## src/rtl/cpu0_bus_pkg.sv

```systemverilog
// Shared definitions for the cpu0 memory bus: size codes, FSM state
// encodings, access classes, default address map and the request record.
package cpu0_bus_pkg;

    // Memory / IO transfer size codes
    localparam logic [1:0] SZ_BYTE  = 2'b00;
    localparam logic [1:0] SZ_INT16 = 2'b01;
    localparam logic [1:0] SZ_INT24 = 2'b10;
    localparam logic [1:0] SZ_INT32 = 2'b11;

    // Arbiter FSM state encodings
    typedef logic [1:0] state_t;
    localparam state_t ST_IDLE   = 2'd0;
    localparam state_t ST_ACCESS = 2'd1;
    localparam state_t ST_DONE   = 2'd2;

    // What a granted transaction turns into on the bus
    typedef enum logic [1:0] {
        CLS_MEM = 2'd0,
        CLS_IO  = 2'd1,
        CLS_ERR = 2'd2
    } acc_cls_e;

    // Default address map: 512 KiB of memory, output port right above it
    localparam logic [31:0] DEF_MEM_SIZE = 32'h0008_0000;
    localparam logic [31:0] DEF_IO_ADDR  = 32'h0008_0000;

    localparam int NUM_REQ = 2;

    // One captured bus request
    typedef struct packed {
        logic        rw;     // 1 = read, 0 = write
        logic [1:0]  size;
        logic [31:0] addr;
        logic [31:0] wdata;
    } bus_req_t;

    // Decode an address/direction pair against the memory map. A memory
    // access must leave room for a full word; the IO port is write-only.
    function automatic acc_cls_e classify(input logic [31:0] addr,
                                          input logic        rw,
                                          input logic [31:0] mem_size,
                                          input logic [31:0] io_addr);
        if (addr <= mem_size - 32'd4)
            return CLS_MEM;
        else if (addr == io_addr && !rw)
            return CLS_IO;
        else
            return CLS_ERR;
    endfunction

endpackage

```

## src/rtl/cpu0_rr_pick.sv

```systemverilog
// Two-way round-robin picker. A lone requester always wins; on contention
// the pointer names the winner and then passes to the loser. The pointer
// is left alone when there is no contention.
module cpu0_rr_pick (
    input  logic [1:0] req,
    input  logic       ptr,
    output logic [1:0] gnt,
    output logic       ptr_nxt
);

    // One-hot grant and next pointer from the request vector
    always_comb begin
        gnt     = 2'b00;
        ptr_nxt = ptr;
        unique case (req)
            2'b01:   gnt = 2'b01;
            2'b10:   gnt = 2'b10;
            2'b11: begin
                gnt     = ptr ? 2'b10 : 2'b01;
                ptr_nxt = ~ptr;
            end
            default: gnt = 2'b00;
        endcase
    end

endmodule

```

## src/rtl/cpu0_mem_arbiter.sv

```systemverilog
// Round-robin arbiter between the cpu0 core (r0) and a second bus master
// (r1) in front of a single memory port. One transaction at a time:
// IDLE picks and captures a request, ACCESS drives the memory or IO
// strobes for WAIT_CYCLES cycles, DONE pulses completion to the owner.
// WAIT_CYCLES must lie in 1..15 (4-bit down-counter).
module cpu0_mem_arbiter
    import cpu0_bus_pkg::*;
#(
    parameter logic [31:0] MEM_SIZE    = DEF_MEM_SIZE,
    parameter logic [31:0] IO_ADDR     = DEF_IO_ADDR,
    parameter int unsigned WAIT_CYCLES = 1
) (
    input  logic        clock,
    input  logic        reset,

    input  logic        r0_req,
    input  logic        r0_rw,
    input  logic [1:0]  r0_size,
    input  logic [31:0] r0_addr,
    input  logic [31:0] r0_wdata,
    output logic        r0_gnt,
    output logic        r0_done,
    output logic        r0_err,
    output logic [31:0] r0_rdata,

    input  logic        r1_req,
    input  logic        r1_rw,
    input  logic [1:0]  r1_size,
    input  logic [31:0] r1_addr,
    input  logic [31:0] r1_wdata,
    output logic        r1_gnt,
    output logic        r1_done,
    output logic        r1_err,
    output logic [31:0] r1_rdata,

    output logic        m_en,
    output logic        m_rw,
    output logic [1:0]  m_size,
    output logic [31:0] m_abus,
    output logic [31:0] m_dout,
    input  logic [31:0] m_din,

    output logic        io_we,
    output logic [1:0]  io_size,
    output logic [31:0] io_data
);

    localparam logic [3:0] WAIT_LD = 4'(WAIT_CYCLES - 1);

    state_t                         state;
    logic                           ptr;
    logic                           ptr_nxt;
    logic                           owner;      // 0 = r0, 1 = r1
    acc_cls_e                       cls;
    bus_req_t                       cur;
    logic [3:0]                     cnt;
    logic                           first;      // first ACCESS cycle
    logic [NUM_REQ-1:0]             req_vec;
    logic [NUM_REQ-1:0]             gnt_vec;
    logic [NUM_REQ-1:0]             done_q;
    logic [NUM_REQ-1:0]             err_q;
    logic [NUM_REQ-1:0][31:0]       rdata_q;
    bus_req_t                       sel;
    logic                           access_end;
    logic                           mem_act;

    assign req_vec    = {r1_req, r0_req};
    assign access_end = (state == ST_ACCESS) && (cnt == 4'd0);

    cpu0_rr_pick u_pick (
        .req     (req_vec),
        .ptr     (ptr),
        .gnt     (gnt_vec),
        .ptr_nxt (ptr_nxt)
    );

    // Mux the winning requester's fields for capture
    always_comb begin
        if (gnt_vec[1])
            sel = '{rw: r1_rw, size: r1_size, addr: r1_addr, wdata: r1_wdata};
        else
            sel = '{rw: r0_rw, size: r0_size, addr: r0_addr, wdata: r0_wdata};
    end

    // Transaction sequencing: IDLE -> ACCESS (WAIT_CYCLES) -> DONE -> IDLE
    always_ff @(posedge clock or negedge reset) begin
        if (!reset) begin
            state <= ST_IDLE;
            ptr   <= 1'b0;
            cnt   <= 4'd0;
            first <= 1'b0;
        end else begin
            unique case (state)
                ST_IDLE: begin
                    if (|req_vec) begin
                        ptr   <= ptr_nxt;
                        cnt   <= WAIT_LD;
                        first <= 1'b1;
                        state <= ST_ACCESS;
                    end
                end
                ST_ACCESS: begin
                    first <= 1'b0;
                    if (cnt == 4'd0)
                        state <= ST_DONE;
                    else
                        cnt <= cnt - 4'd1;
                end
                ST_DONE:  state <= ST_IDLE;
                default:  state <= ST_IDLE;
            endcase
        end
    end

    // Capture owner, request fields and access class when a grant is made
    always_ff @(posedge clock or negedge reset) begin
        if (!reset) begin
            owner <= 1'b0;
            cur   <= '0;
            cls   <= CLS_MEM;
        end else if (state == ST_IDLE && |req_vec) begin
            owner <= gnt_vec[1];
            cur   <= sel;
            cls   <= classify(sel.addr, sel.rw, MEM_SIZE, IO_ADDR);
        end
    end

    // Completion: one-cycle done/err pulse to the owner, read data held
    // until that requester's next completion. Memory writes leave it as is.
    always_ff @(posedge clock or negedge reset) begin
        if (!reset) begin
            done_q  <= '0;
            err_q   <= '0;
            rdata_q <= '0;
        end else begin
            done_q <= '0;
            err_q  <= '0;
            if (access_end) begin
                done_q[owner] <= 1'b1;
                err_q[owner]  <= (cls == CLS_ERR);
                if (cls != CLS_MEM)
                    rdata_q[owner] <= 32'd0;
                else if (cur.rw)
                    rdata_q[owner] <= m_din;
            end
        end
    end

    // Requester-side outputs
    assign r0_gnt   = (state != ST_IDLE) && !owner;
    assign r1_gnt   = (state != ST_IDLE) &&  owner;
    assign r0_done  = done_q[0];
    assign r1_done  = done_q[1];
    assign r0_err   = err_q[0];
    assign r1_err   = err_q[1];
    assign r0_rdata = rdata_q[0];
    assign r1_rdata = rdata_q[1];

    // Memory strobes come straight from the captured request, so they
    // hold steady for the whole ACCESS state and are quiet otherwise.
    assign mem_act = (state == ST_ACCESS) && (cls == CLS_MEM);
    assign m_en    = mem_act;
    assign m_rw    = mem_act & cur.rw;
    assign m_size  = mem_act ? cur.size  : 2'b00;
    assign m_abus  = mem_act ? cur.addr  : 32'd0;
    assign m_dout  = mem_act ? cur.wdata : 32'd0;

    // IO write strobe fires once, on the first ACCESS cycle only
    assign io_we   = (state == ST_ACCESS) && (cls == CLS_IO) && first;
    assign io_size = io_we ? cur.size  : 2'b00;
    assign io_data = io_we ? cur.wdata : 32'd0;

endmodule

```

## config.mk

```make
export PLATFORM = sky130hd
export DESIGN_NAME = cpu0_mem_arbiter
export DESIGN_NICKNAME = d
export VERILOG_FILES = /design/src/rtl/cpu0_bus_pkg.sv /design/src/rtl/cpu0_rr_pick.sv /design/src/rtl/cpu0_mem_arbiter.sv
export SDC_FILE = /design/constraint.sdc
export NUM_CORES = 1
export LEC_CHECK = 0
export BUFFER_PORTS_ARGS = -buffer_cell sky130_fd_sc_hd__clkbuf_2
export CORE_MARGIN = 3
export CORE_UTILIZATION = 35
export DETAILED_ROUTE_END_ITERATION = 6
export GPL_ROUTABILITY_DRIVEN = 0
export MAX_ROUTING_LAYER = met4
export SKIP_LAST_GASP = 1
export SLEW_MARGIN = 15
export SYNTH_ARGS = -nofsm -noshare
export SYNTH_HDL_FRONTEND = slang
export SYNTH_HIERARCHICAL = 1
export SYNTH_SLANG_ARGS = --single-unit
```

## constraint.sdc

```tcl
create_clock -name clock -period 3.19 [get_ports clock]
set_input_delay 0.1595 -clock clock [delete_from_list [all_inputs] [get_ports clock]]
set_output_delay 0.1595 -clock clock [all_outputs]
set_load 0.01 [all_outputs]
```

# --- After elaboration in Yosys (flattened, before gate mapping) ---
# Cells that the tools add are included.
op_classes:
  shifts: 0
  add_sub_neg: 1
  mul: 0
  eq_ne: 10
  n_lt_le_gt_ge: 3
  mux: 27
  bitwise: 5
  n_reduce_logical: 24
  div_mod_pow: 0
ops:
  columns: ["operator", "count"]
  rows:
  - ["32-bit two-way mux", 4]
  - ["64-bit two-way mux", 2]
  - ["67-bit two-way mux", 1]
  - ["64-bit AND", 1]
  - ["64-bit bitwise mux", 1]
  - ["64-bit inverter", 1]
  - ["32-bit demux with 1-bit select", 1]
  - ["32-bit by 20-bit equality test with 1-bit output, second input constant", 1]
  - ["32-bit by 19-bit <= comparator with 1-bit output, second input constant", 1]
  - ["2-bit two-way mux", 9]
  - ["1-bit logical AND", 9]
  - ["4-bit two-way mux", 2]
  - ["4-bit case mux with 2 select lines", 1]
  - ["2-bit nonzero test", 4]
  - ["2-bit by 1-bit equality test with 1-bit output, second input constant", 3]
  - ["2-bit equality test, second input constant", 3]
  - ["2-bit case mux with 3 select lines", 1]
  - ["2-bit AND reduction", 3]
  - ["3-bit AND reduction", 2]
  - ["2-bit zero test", 2]
  - ["4-bit zero test", 1]
  - ["2-bit by 1-bit != test with 1-bit output, second input constant", 2]
  - ["2-bit case mux with 2 select lines", 1]
  - ["4-bit by 1-bit subtractor with 4-bit output, second input constant", 1]
  - ["11 further kinds", 13]
word_totals:
  mem_bits_ro: 0
  register_bits: 146
  output_inout_bits: 173
  n_memories: 0
  inputBits: 170
  latch_bits: 0
  mem_bits_rw: 0

# --- Longest topological paths before layout ---
depth:
  ltp_word: 7
  mapped_depth: 9

# --- Cells and area by module ---
# Netlist, hierarchy kept.
modules_own_cells:
  columns: ["mod", "area_per_inst_um2", "seq_area_each_um2", "instances", "cells_per_inst"]
  rows:
  - ["cpu0_mem_arbiter", 6950.4, 3653.5, 1, 661]
  - ["cpu0_rr_pick", 62.6, 0.0, 1, 7]

# --- Least setup slack after synthesis ---
# No wires, ideal clock.
synth_path:
  path_type: "register to register"
  from: "register ptr"
  to: "register cls[1]"
  setup_slack_ps: 785
  path_stages_with_launch: 8
  arrival_time_ps: 2284
  path_buffers: 0
  required_time_ps: 3069
  path_cell_list: "dfrtp_1 -> ha_1 -> mux2_1 -> or4_1 -> o22ai_2 -> o221ai_2 -> a2111o_1 -> a22o_1"
synth_between:
  elab_chain_len: 7
  elab_cells_between_ends: 9
  classes_between: "order compare: 1; eq/ne: 1; mux: 5; reduce/logical: 2"
synth_rtl:
  columns: ["element", "line_no", "text"]
  rows:
  - ["start: declaration", "cpu0_mem_arbiter.sv:51", "logic ptr;"]
  - ["start signal: assignment", "cpu0_mem_arbiter.sv:96", "ptr <= ptr_nxt;"]
  - ["2-bit two-way mux (*)", "cpu0_rr_pick.sv:19", "gnt = ptr ? 2'b10 : 2'b01;"]
  - ["2-bit case mux with 3 select lines (*)", "cpu0_rr_pick.sv:15", "unique case (req)"]
  - ["named net gnt_vec[1]", "cpu0_mem_arbiter.sv:59", "logic [NUM_REQ-1:0] gnt_vec;"]
  - ["67-bit two-way mux (*)", "cpu0_mem_arbiter.sv:79", "if (gnt_vec[1])"]
  - ["parallel branches: the longest is 3 deep, another holds 32-bit by 19-bit <= comparator with 1-bit output", null, null]
  - ["2-bit two-way mux (*)", "cpu0_bus_pkg.sv:44", "if (addr <= mem_size - 32'd4)"]
  - ["end signal: assignment", "cpu0_mem_arbiter.sv:124", "cls <= classify(sel.addr, sel.rw, MEM_SIZE, IO_ADDR);"]
  - ["end: declaration", "cpu0_mem_arbiter.sv:54", "acc_cls_e cls;"]
# Mark *: on every way through the listed nets, which the timed path passes.
# A chain may end at the register's enable or synchronous reset.

# --- Final worst setup path ---
# Same ends and word-level chain as after synthesis.

==> flow_metrics.tcl <==
set metrics [dict create \
    status "finished clean" \
    criticalPathCategory "flip-flop to flip-flop" \
    antenna_found_initial 0 \
    postSynthAreaPerCell_um2 10.5 \
    postSynthCellCount 667 \
    place_inst 1241 \
    rsz0062_at_grt "no" \
    nFillCells 1849 \
    setup_tns_ns 0 \
    placedInstanceArea_um2 8980 \
    wl_per_cell_um 17.3 \
    syn_to_final_growth_pct 41.8 \
    startpoint "ptr$_DFFE_PN0P_" \
    yosysWarnings 6 \
    wirelength_mm 22.5 \
    clock_tree.root_cell "clkbuf_16" \
    leakagePower_nw 5.17 \
    tightest_slew_ns 0.742 \
    firstDrtPassIters 5 \
    finalHoldViolCount 0 \
    cp_num_cells 8 \
    period_minus_slack_ns 2.67 \
    finalNonFillerCells 1306 \
    grt_usage 0.210 \
    critPathMaxFanout 34 \
    setup_ws_ns 0.520 \
    rr_startpoint "ptr$_DFFE_PN0P_" \
    power.density_nw_per_um2 756 \
    cts_tree "built" \
    antenna_cells 0 \
    hp-class "input pin to flip-flop" \
    syn-num-nets 841 \
    clkTransAtPathRegs_ns 0.07 \
    initial_core_util 0.357 \
    layout_common_cells "clkbuf_2 (341), dfrtp_1 (146), and2_1 (101)" \
    synth_area_um2 7000 \
    worstHoldStart "r0_wdata[27]" \
    finalMaxSlewViolations 0 \
    hpwl_mm 16.4 \
    final_cell_area_um2 9930 \
    rr_worst_depth 8 \
    required_ns 3.55 \
    numCtsBuffers 17 \
    dieWidth_um 147 \
    pre_cts_slack_ns 0.425 \
    start_kind "flip-flop" \
    critical-path-max-stage-delay_ns 0.54 \
    cp.arrival_ns 3.03 \
    portBuffers 342 \
    max-cap-violations 0 \
    core-area_um2 19600 \
    final_common_cell "clkbuf_2" \
    first_iter_violations 331 \
    skew_ns 0.0148 \
    clock_latency_ns 0.42 \
    grt_overflow 0 \
    cp_cell_sequence "ha_1 > mux2_4 > buf_4 > buf_4 > nand3_1 > a222oi_1 > a22o_2 > a22o_1" \
    endpoint_kind "flip-flop" \
    utilization 0.507 \
    setup_viol 0 \
    seqCellArea_um2 3650 \
    h-tree-depth 4 \
    cp_common_cell "buf_4" \
    post_cts_resized 0 \
    die-area_um2 21700 \
    via_per_inst 4.87 \
    drive_gt1_frac 0.387 \
    crit_buf_inv 2 \
    cts.sink_count 146 \
    die_h_um 147 \
    ir_drop_uv 387 \
    drc 0 \
    std_cell_rows 51 \
    slowest_stage "buf_4" \
    grt_max_degree 79 \
    multi_input_area_um2 3130 \
    post-route-period-util 0.837 \
    slew_headroom 0.505 \
    ant_nets 0 \
    whs_path_depth 3 \
    grt_pass1_wl_mm 35.3 \
    vias 6365 \
    grt_pass1_vias 6413 \
    nets 1202 \
    fmax_ghz 0.375 \
    cp_top_family "buffers and inverters" \
    io_pins 343 \
    clockBufferDepth 2 \
]
## repair_timing
action,4_1_cts,5_1_grt
setup buffers,0,0
hold buffers,33,0
endpoints found under the hold margin,140,0
setup endpoints to repair,0,0
## cell type report
type,count,area share
multi-input combinational,468,0.315
clock buffer,17,0.0429
sequential,146,0.368
timing repair buffer,389,0.219
clock inverter,15,0.0188
tap,265,0.0334
inverter,6,0.00227
## flip-flops by register name (all words and copies together), names as in the netlist
| name | count |
|---|---|
| cur | 67 |
| r0_rdata | 32 |
| r1_rdata | 32 |
| cnt | 4 |
| cls | 2 |
| done_q | 2 |
| err_q | 2 |
| state | 2 |
| first | 1 |
| owner | 1 |
| ptr | 1 |
## where the power goes
| group | internal, mW | switching [mW] |
|---|---|---|
| clock network | 1.06 | 0.955 |
| registers | 2.53 | 0.406 |
| logic | 1.07 | 1.47 |
| total | 4.67 | 2.83 |
## worst reg2reg max path, delay by kind of cell, from the launching register on
| kind | cells | cell delay (ns) |
|---|---|---|
| simple gates | 1 | 0.15 |
| mux | 1 | 0.24 |
| flops | 1 | 0.37 |
| buf+inv | 2 | 0.88 |
| fa+ha+maj | 1 | 0.15 |
| compound gates | 3 | 0.83 |
## metal layers
metal  track usage  wire (µm)  vias to the layer above
li1              -          -                     3076
met1         0.266       9570                     2991
met2         0.338      10900                      275
met3        0.0521       1770                       23
met4        0.0601        316                        0
met5             -          0                        -
## per-stage QoR
step	hold slack (ns)	total power [mW]
after detailed placement	0.242	5.51
final	0.0275	7.50
after global routing	0.0310	8.04
after CTS	0.00316	7.60
after global placement	0.242	5.48
after floorplan	-0.136	4.45
## path summary, 6_finish.rpt
| kind | endpoint | slack, ns |
|---|---|---|
| hold / removal | cur[27]$_DFFE_PN0P_ | 0.03 |
| hold reg to reg | cur[37]$_DFFE_PN0P_ | 0.47 |
| setup / recovery | cls[1]$_DFFE_PN0P_ | 0.52 |
| setup reg to reg | cls[1]$_DFFE_PN0P_ | 0.52 |
| max in group asynchronous | r0_rdata[9]$_DFFE_PN0P_ | 2.04 |
| min in group asynchronous | cur[3]$_DFFE_PN0P_ | 0.34 |
Power figures use the tool's default switching activity.
